## config.mk

```make
export PLATFORM = sky130hd
export DESIGN_NAME = noc_link_relay
export DESIGN_NICKNAME = d
export VERILOG_FILES = /design/src/rtl/noc_link_pkg.sv /design/src/rtl/noc_link_fifo.sv /design/src/rtl/noc_link_relay.sv
export SDC_FILE = /design/constraint.sdc
export NUM_CORES = 1
export LEC_CHECK = 0
export BUFFER_PORTS_ARGS = -buffer_cell sky130_fd_sc_hd__buf_2
export CAP_MARGIN = 30
export CELL_PAD_IN_SITES_DETAIL_PLACEMENT = 1
export CELL_PAD_IN_SITES_GLOBAL_PLACEMENT = 1
export CORE_MARGIN = 2
export CORE_UTILIZATION = 46
export DETAILED_ROUTE_END_ITERATION = 16
export PLACE_DENSITY_LB_ADDON = 0.1
export SETUP_SLACK_MARGIN = 0.2
export SLEW_MARGIN = 15
export SYNTH_ARGS = -nofsm -noshare
export SYNTH_HDL_FRONTEND = slang
export SYNTH_SLANG_ARGS = --single-unit
```

## constraint.sdc

```tcl
create_clock -name clk_noc -period 9.7 [get_ports clk_noc]
set_input_delay 1.94 -clock clk_noc [delete_from_list [all_inputs] [get_ports clk_noc]]
set_output_delay 1.94 -clock clk_noc [all_outputs]
set_load 0.03 [all_outputs]
```

## src/rtl/noc_link_pkg.sv

```systemverilog
// noc_link_pkg: flit type and width helpers shared by the NoC link relay and its FIFO
package noc_link_pkg;
  localparam int FLIT_WIDTH = 128;
  localparam int DEST_WIDTH = 4;
  typedef struct packed {
    logic [DEST_WIDTH-1:0] dest;
    logic                  is_tail;
    logic [FLIT_WIDTH-1:0] data;
  } link_flit_t;
  function automatic int cnt_w(input int n);
    return $clog2(n + 1);
  endfunction
  function automatic int ptr_w(input int n);
    return n > 1 ? $clog2(n) : 1;
  endfunction
endpackage

```

## src/rtl/noc_link_fifo.sv

```systemverilog
// noc_link_fifo: single-clock flit FIFO with async clear; pointers wrap at DEPTH so any depth works
module noc_link_fifo
  import noc_link_pkg::*;
#(
  parameter int DEPTH = 2
) (
  input  logic                    clk,
  input  logic                    rst,
  input  logic                    push,
  input  logic                    pop,
  input  link_flit_t              din,
  output link_flit_t              dout,
  output logic                    full,
  output logic                    empty,
  output logic [cnt_w(DEPTH)-1:0] count
);
  localparam int CW = cnt_w(DEPTH);
  localparam int AW = ptr_w(DEPTH);
  localparam logic [AW-1:0] LAST = AW'(DEPTH - 1);
  link_flit_t mem [DEPTH];
  logic [AW-1:0] rd_ptr, wr_ptr;
  logic do_push, do_pop;
  assign full    = count == CW'(DEPTH);
  assign empty   = count == '0;
  assign do_pop  = pop && !empty;
  assign do_push = push && (!full || do_pop);
  assign dout    = mem[rd_ptr];
  always_ff @(posedge clk)
    if (do_push) mem[wr_ptr] <= din;
  always_ff @(posedge clk or posedge rst)
    if (rst) begin
      rd_ptr <= '0;
      wr_ptr <= '0;
      count  <= '0;
    end else begin
      if (do_push) wr_ptr <= wr_ptr == LAST ? '0 : wr_ptr + 1'b1;
      if (do_pop) rd_ptr <= rd_ptr == LAST ? '0 : rd_ptr + 1'b1;
      count <= do_push && !do_pop ? count + 1'b1 : do_pop && !do_push ? count - 1'b1 : count;
    end
endmodule

```

## src/rtl/noc_link_relay.sv

```systemverilog
// noc_link_relay: credit-flow relay buffer between two NoC routers.
// NOC_LINK_CHECK_EN enables sticky err flags and protocol assertions; otherwise err is 0.
module noc_link_relay
  import noc_link_pkg::*;
#(
  parameter int LINK_BUFFER_DEPTH  = 2,
  parameter int DOWNSTREAM_CREDITS = 2
) (
  input  logic                                clk_noc,
  input  logic                                rst_noc,
  input  logic [FLIT_WIDTH-1:0]               data_in,
  input  logic [DEST_WIDTH-1:0]               dest_in,
  input  logic                                is_tail_in,
  input  logic                                send_in,
  output logic                                credit_out,
  output logic [FLIT_WIDTH-1:0]               data_out,
  output logic [DEST_WIDTH-1:0]               dest_out,
  output logic                                is_tail_out,
  output logic                                send_out,
  input  logic                                credit_in,
  output logic [cnt_w(LINK_BUFFER_DEPTH)-1:0] occupancy,
  output logic [1:0]                          err
);
  localparam int KW = cnt_w(DOWNSTREAM_CREDITS);
  localparam logic [KW-1:0] KMAX = KW'(DOWNSTREAM_CREDITS);
  link_flit_t flit_in, head;
  logic full, empty, pop, push;
  logic [KW-1:0] cnt;
  assign flit_in = {dest_in, is_tail_in, data_in};
  assign pop     = !empty && cnt != '0;
  assign push    = send_in && (!full || pop);
  noc_link_fifo #(.DEPTH(LINK_BUFFER_DEPTH)) u_fifo (
    .clk  (clk_noc),
    .rst  (rst_noc),
    .push (push),
    .pop  (pop),
    .din  (flit_in),
    .dout (head),
    .full (full),
    .empty(empty),
    .count(occupancy)
  );
  // credit counter saturates at KMAX so a stray credit cannot inflate the window
  always_ff @(posedge clk_noc or posedge rst_noc)
    if (rst_noc) begin
      cnt         <= KMAX;
      send_out    <= 1'b0;
      credit_out  <= 1'b0;
      data_out    <= '0;
      dest_out    <= '0;
      is_tail_out <= 1'b0;
    end else begin
      cnt        <= pop && !credit_in ? cnt - 1'b1 : credit_in && !pop && cnt != KMAX ? cnt + 1'b1 : cnt;
      send_out   <= pop;
      credit_out <= pop;
      if (pop) {dest_out, is_tail_out, data_out} <= head;
    end
`ifdef NOC_LINK_CHECK_EN
  logic fifo_ovf, credit_ovf;
  assign fifo_ovf   = send_in && full && !pop;
  assign credit_ovf = credit_in && !pop && cnt == KMAX;
  always_ff @(posedge clk_noc or posedge rst_noc)
    if (rst_noc) err <= 2'b00;
    else err <= err | {credit_ovf, fifo_ovf};
  ap_no_fifo_ovf: assert property (@(posedge clk_noc) disable iff (rst_noc) !fifo_ovf);
  ap_no_credit_ovf: assert property (@(posedge clk_noc) disable iff (rst_noc) !credit_ovf);
`else
  assign err = 2'b00;
`endif
endmodule

```

Word level (Yosys, flattened, before mapping)
Memories as Yosys holds them, arrays and structs flattened. A register that Yosys moved wholly into a read port is not among the register bits. Cells that the tools add are included.

Memory bits (writable): 266. Bits of input ports: 137. Register bits after elaboration: 7. Word-level logic and storage cells: 43. Memories kept: 1. Output and inout bits: 139.

Memory list: u_fifo.mem (words 2, width 133, rd ports 1, clocked after Yosys merged registers in 1, wr ports 1, RTL line noc_link_fifo.sv:20) `link_flit_t mem [DEPTH];`.

Reduce and logical (&&, ||, !) cells: 21. Add/sub/neg operators: 6. Eq/ne operators: 2. Muxes and demuxes: 8.

Operator list (count): 1-bit logical AND (9); 2-bit two-way mux (4); 1-bit zero test (6); 2-bit nonzero test (3); 2-bit by 1-bit adder with 2-bit output, second input constant (2); 1-bit two-way mux (4); 2-bit by 1-bit subtractor with 2-bit output, second input constant (2); 1-bit adder, second input constant (2); 2-bit == test, second input constant (1); 2-bit zero test (1); 1-bit logical OR (2); 2-bit != test, second input constant (1).

Depth between registers and ports, before layout
Gate-level depths: netlist of run 1.

Depth in word-level cells: 10. Depth in mapped cells: 10. Gate-level depth less buffers: 7.

Cells and area by module
Synthesis of run 1 repeated with hierarchy kept, for this count alone.

Cells, all modules: 739. Area, all modules: 15473.6 um^2.

By module, submodules not included: noc_link_fifo (sequential area each 8087.8 um^2, area an instance 10042.1 um^2, times used 1, cells an instance 435); noc_link_relay (sequential area each 3404.5 um^2, area an instance 5431.5 um^2, times used 1, cells an instance 304).

Least setup slack after synthesis of run 1
OpenSTA, ideal clock, no wires.

Kind: input port to flip-flop. From: input send_in. To: memory u_fifo.mem[0][0] (netlist name) (enable). Library setup time: 628 ps. Slack: 1495 ps. Data required time: 9072 ps. Arrival: 7578 ps. Path buffers: 0. Stages: 2. Cell sequence: o41ai_1 nor2_1.

Cells in the longest elaborated chain, start to end: 4.

RTL lines: start: declaration (RTL line noc_link_relay.sv:14) `input logic send_in,`; 1-bit logical AND (RTL line noc_link_relay.sv:31) `assign push = send_in && (!full || pop);`; 1-bit logical AND (RTL line noc_link_fifo.sv:26) `assign do_push = push && (!full || do_pop);`; 1-bit two-way mux (RTL line noc_link_fifo.sv:29) `if (do_push) mem[wr_ptr] <= din;`; 1-bit two-way mux (implied by the code) (RTL line noc_link_fifo.sv:29); end: declaration (RTL line noc_link_fifo.sv:20).

Every way passes these cells.

Worst setup path after layout of run 1
From: register u_fifo.count[0]. To: output occupancy[0].

RTL lines: start: declaration (RTL line noc_link_fifo.sv:15) `output logic [cnt_w(DEPTH)-1:0] count`; start signal: assignment (RTL line noc_link_fifo.sv:38) `count <= do_push && !do_pop ? count + 1'b1 : do_pop && !do_push ? count - 1'b1 : count;`; end: declaration (RTL line noc_link_relay.sv:21) `output logic [cnt_w(LINK_BUFFER_DEPTH)-1:0] occupancy,`.

No word-level cell between the ends.

==> flow_summary.ini, run 1 <==
[run_status]
outcome = complete, no violations

[cells_and_area]
area_growth_syn_to_layout_pct = 21.4
fin_nets = 1305
final_cell_mix = buf_2, edfxtp_1, dfrtp_1
layout.cells.most_common = buf_2
layout-drive-gt1-share = 0.293

[worst_setup_path]
crit_start = u_fifo.count[0]
crit_path_max_fanout = 5
critPathKind = flip-flop to output port
timing.rr.end = data_out[95]
crit_slowest_cell = dfrtp_1
r2r-start = u_fifo.count[0]
critPathCapture = occupancy[0]
cp.depth = 1
reg2regPathDepth = 6
r2r_setup_slack_ns = 7.11
crit_family = flip-flops
path_cells = buf_2
worstPathRequired_ns = 7.76
end_kind = output port
path_buf_inv = 1
start_kind = flip-flop
cpPeakStageDelay_ns = 0.47
critPathArrivalTime_ns = 1.23

[clock_network]
clk_latency_ns = 0.52
ctsResizeCount = 0
ctsLongestPathBuffers = 3
htree_num_levels = 2
cts_tree = built
clock-sinks = 406
path_clk_slew_ns = 0.06
cts-hold-fix-buffers = 0
numCtsBuffers = 43
cts_setup_buffers = 0
cts_root_buf = clkbuf_16

[sta]
finalMaxSlewViolations = 0
fin_skew_ns = 0.0119
min_period_ns = 3.17
rsz0062_at_grt = no
setup_violations = 0
clock.fmax_mhz = 315
hold_viol = 0
holdWs_ns = 0.470
finalSetupTns_ns = 0
worstMarginPinSlew_ns = 0.893
max_slew_margin = 0.405
fin_crit_sh = 0.327

[die]
io_pins = 276
die_h_um = 182
start_util = 0.463
core_area_um2 = 31300
core.rowCount = 65
die_w_um = 182
die_area_um2 = 33000

[global_routing]
grt_pass1_wl_mm = 48.0
grt_start_max_net_pins = 168
antenna_found_initial = 13
grt_pass1_vias = 8506
grt_remaining_overflow = 0
grt_util_all_layers = 0.190

[detailed_routing]
drcViolationCount = 0
routed_wl_mm = 31.1
ant_nets = 0
vias = 7981
avgRoutedWirePerCell_um = 19.3
initialDrtViolationCount = 433
viasPerCell = 4.96
firstDrtPassIters = 6

[logic_synthesis]
synth_warnings = 0
synth-main-ff-cell = edfxtp_1
ys_ff_latch = 406
async_reset_ff_frac = 0.345
synth-edff-count = 266
synth.avg_cell_area_um2 = 16.4
syn_area_um2 = 14500
synthCells = 882
synth_cell_types = 27
synth-seq-area-share = 0.792

[power]
p_leak_nw = 7.42
ir_worst_vdd_uv = 248
power_density_nw_per_um2 = 369

[place]
gp_congestion = 0.717
port_buffers = 273
dp_hpwl_mm = 19.4

[run]
maxCapViolCount = 0

[min_path]
hold_class = flip-flop to flip-flop
-- kinds of logic after synthesis --
logic type	Yosys count	share of synthesized area
AND/OR/NAND/NOR	145	0.0398
flip-flops	406	0.792
XOR/XNOR	5	0.00302
adder cells (fa/ha/maj)	1	0.000862
multiplexers	133	0.0918
buffers and inverters	53	0.0239
AO/OA/AOI/OAI	138	0.0483
other	1	0.000258
-- cells in the mapped netlist, types with 4 or more instances --
cell,n,area (um2)
edfxtp_1,266,7990
dfrtp_1,139,3480
nand2_1,135,507
mux2i_1,133,1330
o21ai_1,81,405
o21ai_0,52,260
buf_2,17,85.1
buf_6,14,158
clkbuf_1,10,37.5
buf_4,5,37.5
inv_1,4,15.0
nor2_1,4,15.0
xnor2_1,4,35.0
-- layer usage --
metal | GRT usage | vias up | part of all wire
met1 | 0.239 | 3906 | 0.41
met4 | 0.0563 | 12 | 0.022
li1 | - | 3781 | -
met3 | 0.0642 | 58 | 0.075
met2 | 0.312 | 224 | 0.49
met5 | 0 | - | 0.0024
-- through the flow --
step,power (mW),util,cell area (um2),worst slack (ns),cells
6_report,6.50,0.563,17600,6.53,1609
5_1_grt,6.88,0.563,17600,6.46,1607
4_1_cts,6.56,0.559,17500,5.98,1597
3_5_place_dp,5.00,0.516,16200,5.44,1519
3_3_place_gp,4.91,0.516,16100,5.47,1518
2_1_floorplan,4.43,-,14500,1.49,883
-- registers in the layout, indices dropped and copies added (netlist names), 2 cells and up --
name	flops
cnt	2
data_out	128
dest_out	4
u_fifo.count	2
u_fifo.mem	266
-- power breakdown --
group          switching (mW)  internal, mW
clock network           0.626         0.914
logic                    1.55         0.667
registers               0.267          2.48
total                    2.44          4.06
-- worst register-to-register path, stage by stage, from the launching register on --
cell and delay (ns):
dfrtp_1 0.46, nor2_4 0.22, nor2_4 0.07, inv_8 0.58, buf_4 0.60, buf_16 0.30
o21ai_0 0.22
-- final cells by class --
type	instances	area, um2
timing repair buffer	287	1550
clock inverter	6	30.0
tap	402	503
antenna	7	17.5
sequential	406	11500
multi-input combinational	424	2690
fill	3049	13700
clock buffer	72	1310
inverter	5	31.3
-- how the worst min path moves through the flow --
| stage | start | depth (start not counted) | end |
|---|---|---|---|
| finish | data_out[80] | 2 | data_out[80] |
| global route | dest_out[0] | 2 | dest_out[0] |
| CTS | data_out[80] | 2 | data_out[80] |
| detailed placement | data_out[80] | 2 | data_out[80] |
| global placement | data_out[93] | 2 | data_out[93] |
| floorplan | u_fifo.mem[0][105] | 2 | data_out[105] |
No activity file was read; power rests on OpenSTA's default activity.
==> inputs of run 2 (changes only) <==
ABC_AREA = 1   (was default)
CORE_UTILIZATION = 44   (was 46)
clock period = 3 ns   (was 9.7 ns; I/O delays follow)
==> flow_summary.ini, run 2 <==
[run_status]
outcome = complete, no violations

[power]
power_density_nw_per_um2 = 1230
ir_worst_vdd_uv = 619
total_power_mw = 21.9
p_leak_nw = 7.07

[clock_network]
cts_tree = built
path_clk_slew_ns = 0.06
htree_num_levels = 2
numCtsBuffers = 43
clk_latency_ns = 0.53
clock-sinks = 406
cts-hold-fix-buffers = 0
ctsResizeCount = 0
ctsLongestPathBuffers = 3
cts_setup_buffers = 0
cts_root_buf = clkbuf_16

[detailed_routing]
drcViolationCount = 0
avgRoutedWirePerCell_um = 18.3
routed_wl_mm = 32.8
ant_nets = 0
vias = 8832
firstDrtPassIters = 4
viasPerCell = 4.91
initialDrtViolationCount = 398

[cells_and_area]
utilization = 0.548
layout.cells.most_common = nand2_1
area_growth_syn_to_layout_pct = 23.5
largest_register_ffs = 266
fin_nets = 1454
largest_register = u_fifo.mem
final_cell_mix = nand2_1, buf_2, edfxtp_1
fillers = 3273
layout-drive-gt1-share = 0.269
final_cell_area_um2 = 17700
largestRegisters = u_fifo.mem: 266 flops, data_out: 128 flops, dest_out: 4 flops
stdcell_count = 1797

[sta]
rsz0062_at_grt = no
clock.fmax_mhz = 528
max_slew_margin = 0.420
fin_ws_ns = 1.11
hold_viol = 0
finalMaxSlewViolations = 0
setup_violations = 0
fin_skew_ns = 0.0147
worstMarginPinSlew_ns = 0.870
min_period_ns = 1.89
fin_crit_sh = 0.631

[worst_setup_path]
critPathArrivalTime_ns = 2.33
critPathKind = flip-flop to flip-flop
end_kind = flip-flop
start_kind = flip-flop
worstPathRequired_ns = 3.44
r2r_setup_slack_ns = 1.11
crit_path_max_fanout = 76

[die]
die_h_um = 184
die_area_um2 = 34000
die_w_um = 184
core.rowCount = 66
start_util = 0.444
io_pins = 276
core_area_um2 = 32300

[logic_synthesis]
ys_ff_latch = 406
synth-seq-area-share = 0.802
yosysTopAreaCell = edfxtp_1
synth_warnings = 0
synth_area_leaders = edfxtp_1, dfrtp_1, nand2_1
yosysMostFrequentCell = nand2_1
synthCells = 1041
synth_top_area_frac = 0.557
synth_common_cells = nand2_1, edfxtp_1, nor2_1, dfrtp_1, a31oi_1
syn_area_um2 = 14300
synth_cell_types = 21
synth.avg_cell_area_um2 = 13.8
synth-main-ff-cell = edfxtp_1
synth-edff-count = 266
async_reset_ff_frac = 0.345

[place]
gp_congestion = 0.729
place_inst = 1713
dp_hpwl_mm = 20.5
port_buffers = 273
pre_cts_slack_ns = 1.10
place_area_um2 = 16300

[min_path]
hold_class = input pin to asynchronous set/reset pin

[global_routing]
antenna_found_initial = 10
grt_start_max_net_pins = 77
grt_pass1_vias = 9172
grt_pass1_wl_mm = 49.9
grt_remaining_overflow = 0
grt_util_all_layers = 0.192

[run]
maxCapViolCount = 0
==> run 2: worst paths after layout <==
kind	start	to	cells after the start
min in group clk_noc	data_in[67]	u_fifo.mem[1][67]	1
min	rst_noc	data_out[36]	2
max in group asynchronous	rst_noc	cnt[1]	3
min reg2reg	u_fifo.count[0]	u_fifo.count[0]	1
max reg2reg	cnt[1]	data_out[60]	5
max	cnt[1]	data_out[60]	5
==> run 2: power by group <==
group | total (mW) | internal [mW] | switching (mW)
Clock | 5.31 | 3.22 | 2.09
Combinational | 7.76 | 2.15 | 5.61
Sequential | 8.79 | 8.02 | 0.768
==> run 2: per-stage QoR <==
stage	setup TNS (ns)	hold slack, ns
2_1_floorplan	-41.04	0.506
3_3_place_gp	0	0.484
3_5_place_dp	0	0.498
4_1_cts	0	0.186
5_1_grt	0	0.206
6_report	0	0.181
==> run 2: cell type report <==
cell class / count / area, um2 / share of cell area
clock buffer: 63 / 1240 / 0.0703
timing repair buffer: 290 / 1640 / 0.0929
multi-input combinational: 564 / 2530 / 0.143
clock inverter: 16 / 179 / 0.0101
tap: 442 / 553 / 0.0312
inverter: 11 / 47.5 / 0.00269
sequential: 406 / 11500 / 0.649
antenna: 5 / 12.5 / 0.000707
==> run 2: per-layer routing <==
| layer | track usage | vias up | share of wire |
|---|---|---|---|
| met5 | 0 | - | 0.0013 |
| met4 | 0.0662 | 8 | 0.030 |
| met3 | 0.0470 | 70 | 0.062 |
| met2 | 0.320 | 238 | 0.49 |
| met1 | 0.245 | 4311 | 0.42 |
| li1 | - | 4205 | - |
==> run 2: critical path: stages (launching register included) <==
cell and delay, ns:
dfstp_2 0.58, nor2_4 0.05, nor2_4 0.52, buf_12 0.35
nor2_1 0.09, a31oi_1 0.15
==> run 2: cells by family after synthesis <==
logic type,after synthesis,synth area share
and+or+nand+nor,420,0.111
DFF,406,0.802
AOI/OAI and AO/OA,138,0.0599
buffers and inverters,72,0.0246
xor gates and xnor gates,3,0.00183
adders and majority gates,1,0.000873
other,1,0.000262
==> inputs of run 3 (changes only) <==
clock period = 1.85 ns   (was 3 ns; I/O delays follow)
==> flow_summary.ini, run 3 (synthesis gave the netlist of run 2 again) <==
[cells_and_area]
largestRegisters = u_fifo.mem: 266 flops, data_out: 128 flops, dest_out: 4 flops
fin_nets = 1511
largest_register = u_fifo.mem
area_growth_syn_to_layout_pct = 31.1
final_cell_mix = nand2_1, buf_2, edfxtp_1
layout.cells.most_common = nand2_1
stdcell_count = 1854
layout-drive-gt1-share = 0.306
largest_register_ffs = 266

[worst_setup_path]
end_kind = flip-flop
crit_slowest_cell = dfstp_2
crit_path_max_fanout = 7
start_kind = flip-flop
path_cells = nor2_4, nand3_2, nand2_4, nor2_4, buf_12, buf_12, clkbuf_16
cpPeakStageDelay_ns = 0.56
critPathKind = flip-flop to flip-flop
critPathArrivalTime_ns = 1.91
worstPathRequired_ns = 2.09

[clock_network]
ctsLongestPathBuffers = 3
path_clk_slew_ns = 0.06
numCtsBuffers = 44
clk_latency_ns = 0.54
htree_num_levels = 2
clock-sinks = 406
cts_root_buf = clkbuf_16
cts_tree = built

[die]
core_area_um2 = 32300
die_w_um = 184
start_util = 0.444
die_area_um2 = 34000
io_pins = 276
core.rowCount = 66
die_h_um = 184

[place]
dp_hpwl_mm = 22.0
place_inst = 1733
port_buffers = 273
gp_congestion = 0.743
pre_cts_slack_ns = 0.121

[sta]
fin_skew_ns = 0.0151
clock.fmax_mhz = 597
fin_ws_ns = 0.176
finalSetupTns_ns = 0
hold_viol = 0
min_period_ns = 1.67
worstMarginPinSlew_ns = 0.663
finalMaxSlewViolations = 0
rsz0062_at_grt = yes
fin_crit_sh = 0.905
max_slew_margin = 0.558
setup_violations = 0

[detailed_routing]
initialDrtViolationCount = 491
avgRoutedWirePerCell_um = 19.7
vias = 9246
firstDrtPassIters = 6
drcViolationCount = 0
ant_nets = 0
viasPerCell = 4.99
routed_wl_mm = 36.5

[power]
ir_worst_vdd_uv = 1270
p_leak_nw = 7.59
power_density_nw_per_um2 = 2040
total_power_mw = 38.3

[run_status]
outcome = complete, no violations

[min_path]
hold_class = input pin to flip-flop

[global_routing]
grt_start_max_net_pins = 134
grt_pass1_wl_mm = 53.5
grt_remaining_overflow = 0
antenna_found_initial = 9
grt_util_all_layers = 0.208
grt_pass1_vias = 9585

[run]
maxCapViolCount = 0
-- run 3: worst max-delay path, delay by kind of cell, from the launching register on --
kind	cells	cell delay [ns]
AND/OR/NAND/NOR	4	0.37
buffers and inverters	3	0.44
flip-flops	1	0.56
-- run 3: per-stage QoR --
step,utilization,hold WS [ns],cell area (um2)
global route,0.582,0.00157,18800
detailed placement,0.513,0.499,16600
floorplan,-,0.469,14400
finish,0.582,0.0244,18800
CTS,0.570,0.00262,18400
global placement,0.513,0.498,16600
-- run 3: worst paths after layout --
| kind | from | to | slack (ns) | cells after the start |
|---|---|---|---|---|
| worst max-delay path | cnt[1] | u_fifo.mem[1][34] | 0.18 | 7 |
| worst min-delay path | data_in[11] | u_fifo.mem[1][11] | 0.02 | 1 |
| worst max register to register | cnt[1] | u_fifo.mem[1][34] | 0.18 | 7 |
| worst min register to register | u_fifo.count[0] | u_fifo.count[0] | 0.51 | 1 |
| max in group asynchronous | rst_noc | data_out[59] | 0.90 | 4 |
| min in group asynchronous | rst_noc | data_out[86] | 0.50 | 4 |
-- run 3: what timing repair did --
item                                    CTS  global route
endpoints found under the setup margin  154           203
hold buffers                              2             1
pin swaps                                 2             0
cloned                                    4            11
endpoints found under the hold margin    42             2
buffers inserted                         13             5
resized for setup                         5             7
-- run 3: power breakdown --
group | internal, mW | total (mW) | switching (mW)
sequential | 13.0 | 14.3 | 1.27
clock | 5.58 | 9.09 | 3.51
combinational | 5.12 | 14.9 | 9.82
-- run 3: layer usage --
metal | vias to the layer above | track usage | part of all wire
met5 | - | 0 | 0.0019
met4 | 10 | 0.0598 | 0.020
met2 | 238 | 0.365 | 0.52
met1 | 4589 | 0.255 | 0.40
met3 | 63 | 0.0504 | 0.060
li1 | 4346 | - | -
-- run 3: final cells by class --
type | count | area (um2)
fillers | 3190 | 13500
flip-flops and latches | 406 | 11500
repair buffers | 346 | 2620
multi-input cells | 564 | 2540
clock buffers | 52 | 1190
well taps | 442 | 553
clock inverters | 28 | 325
inverters | 11 | 47.5
diodes | 5 | 12.5
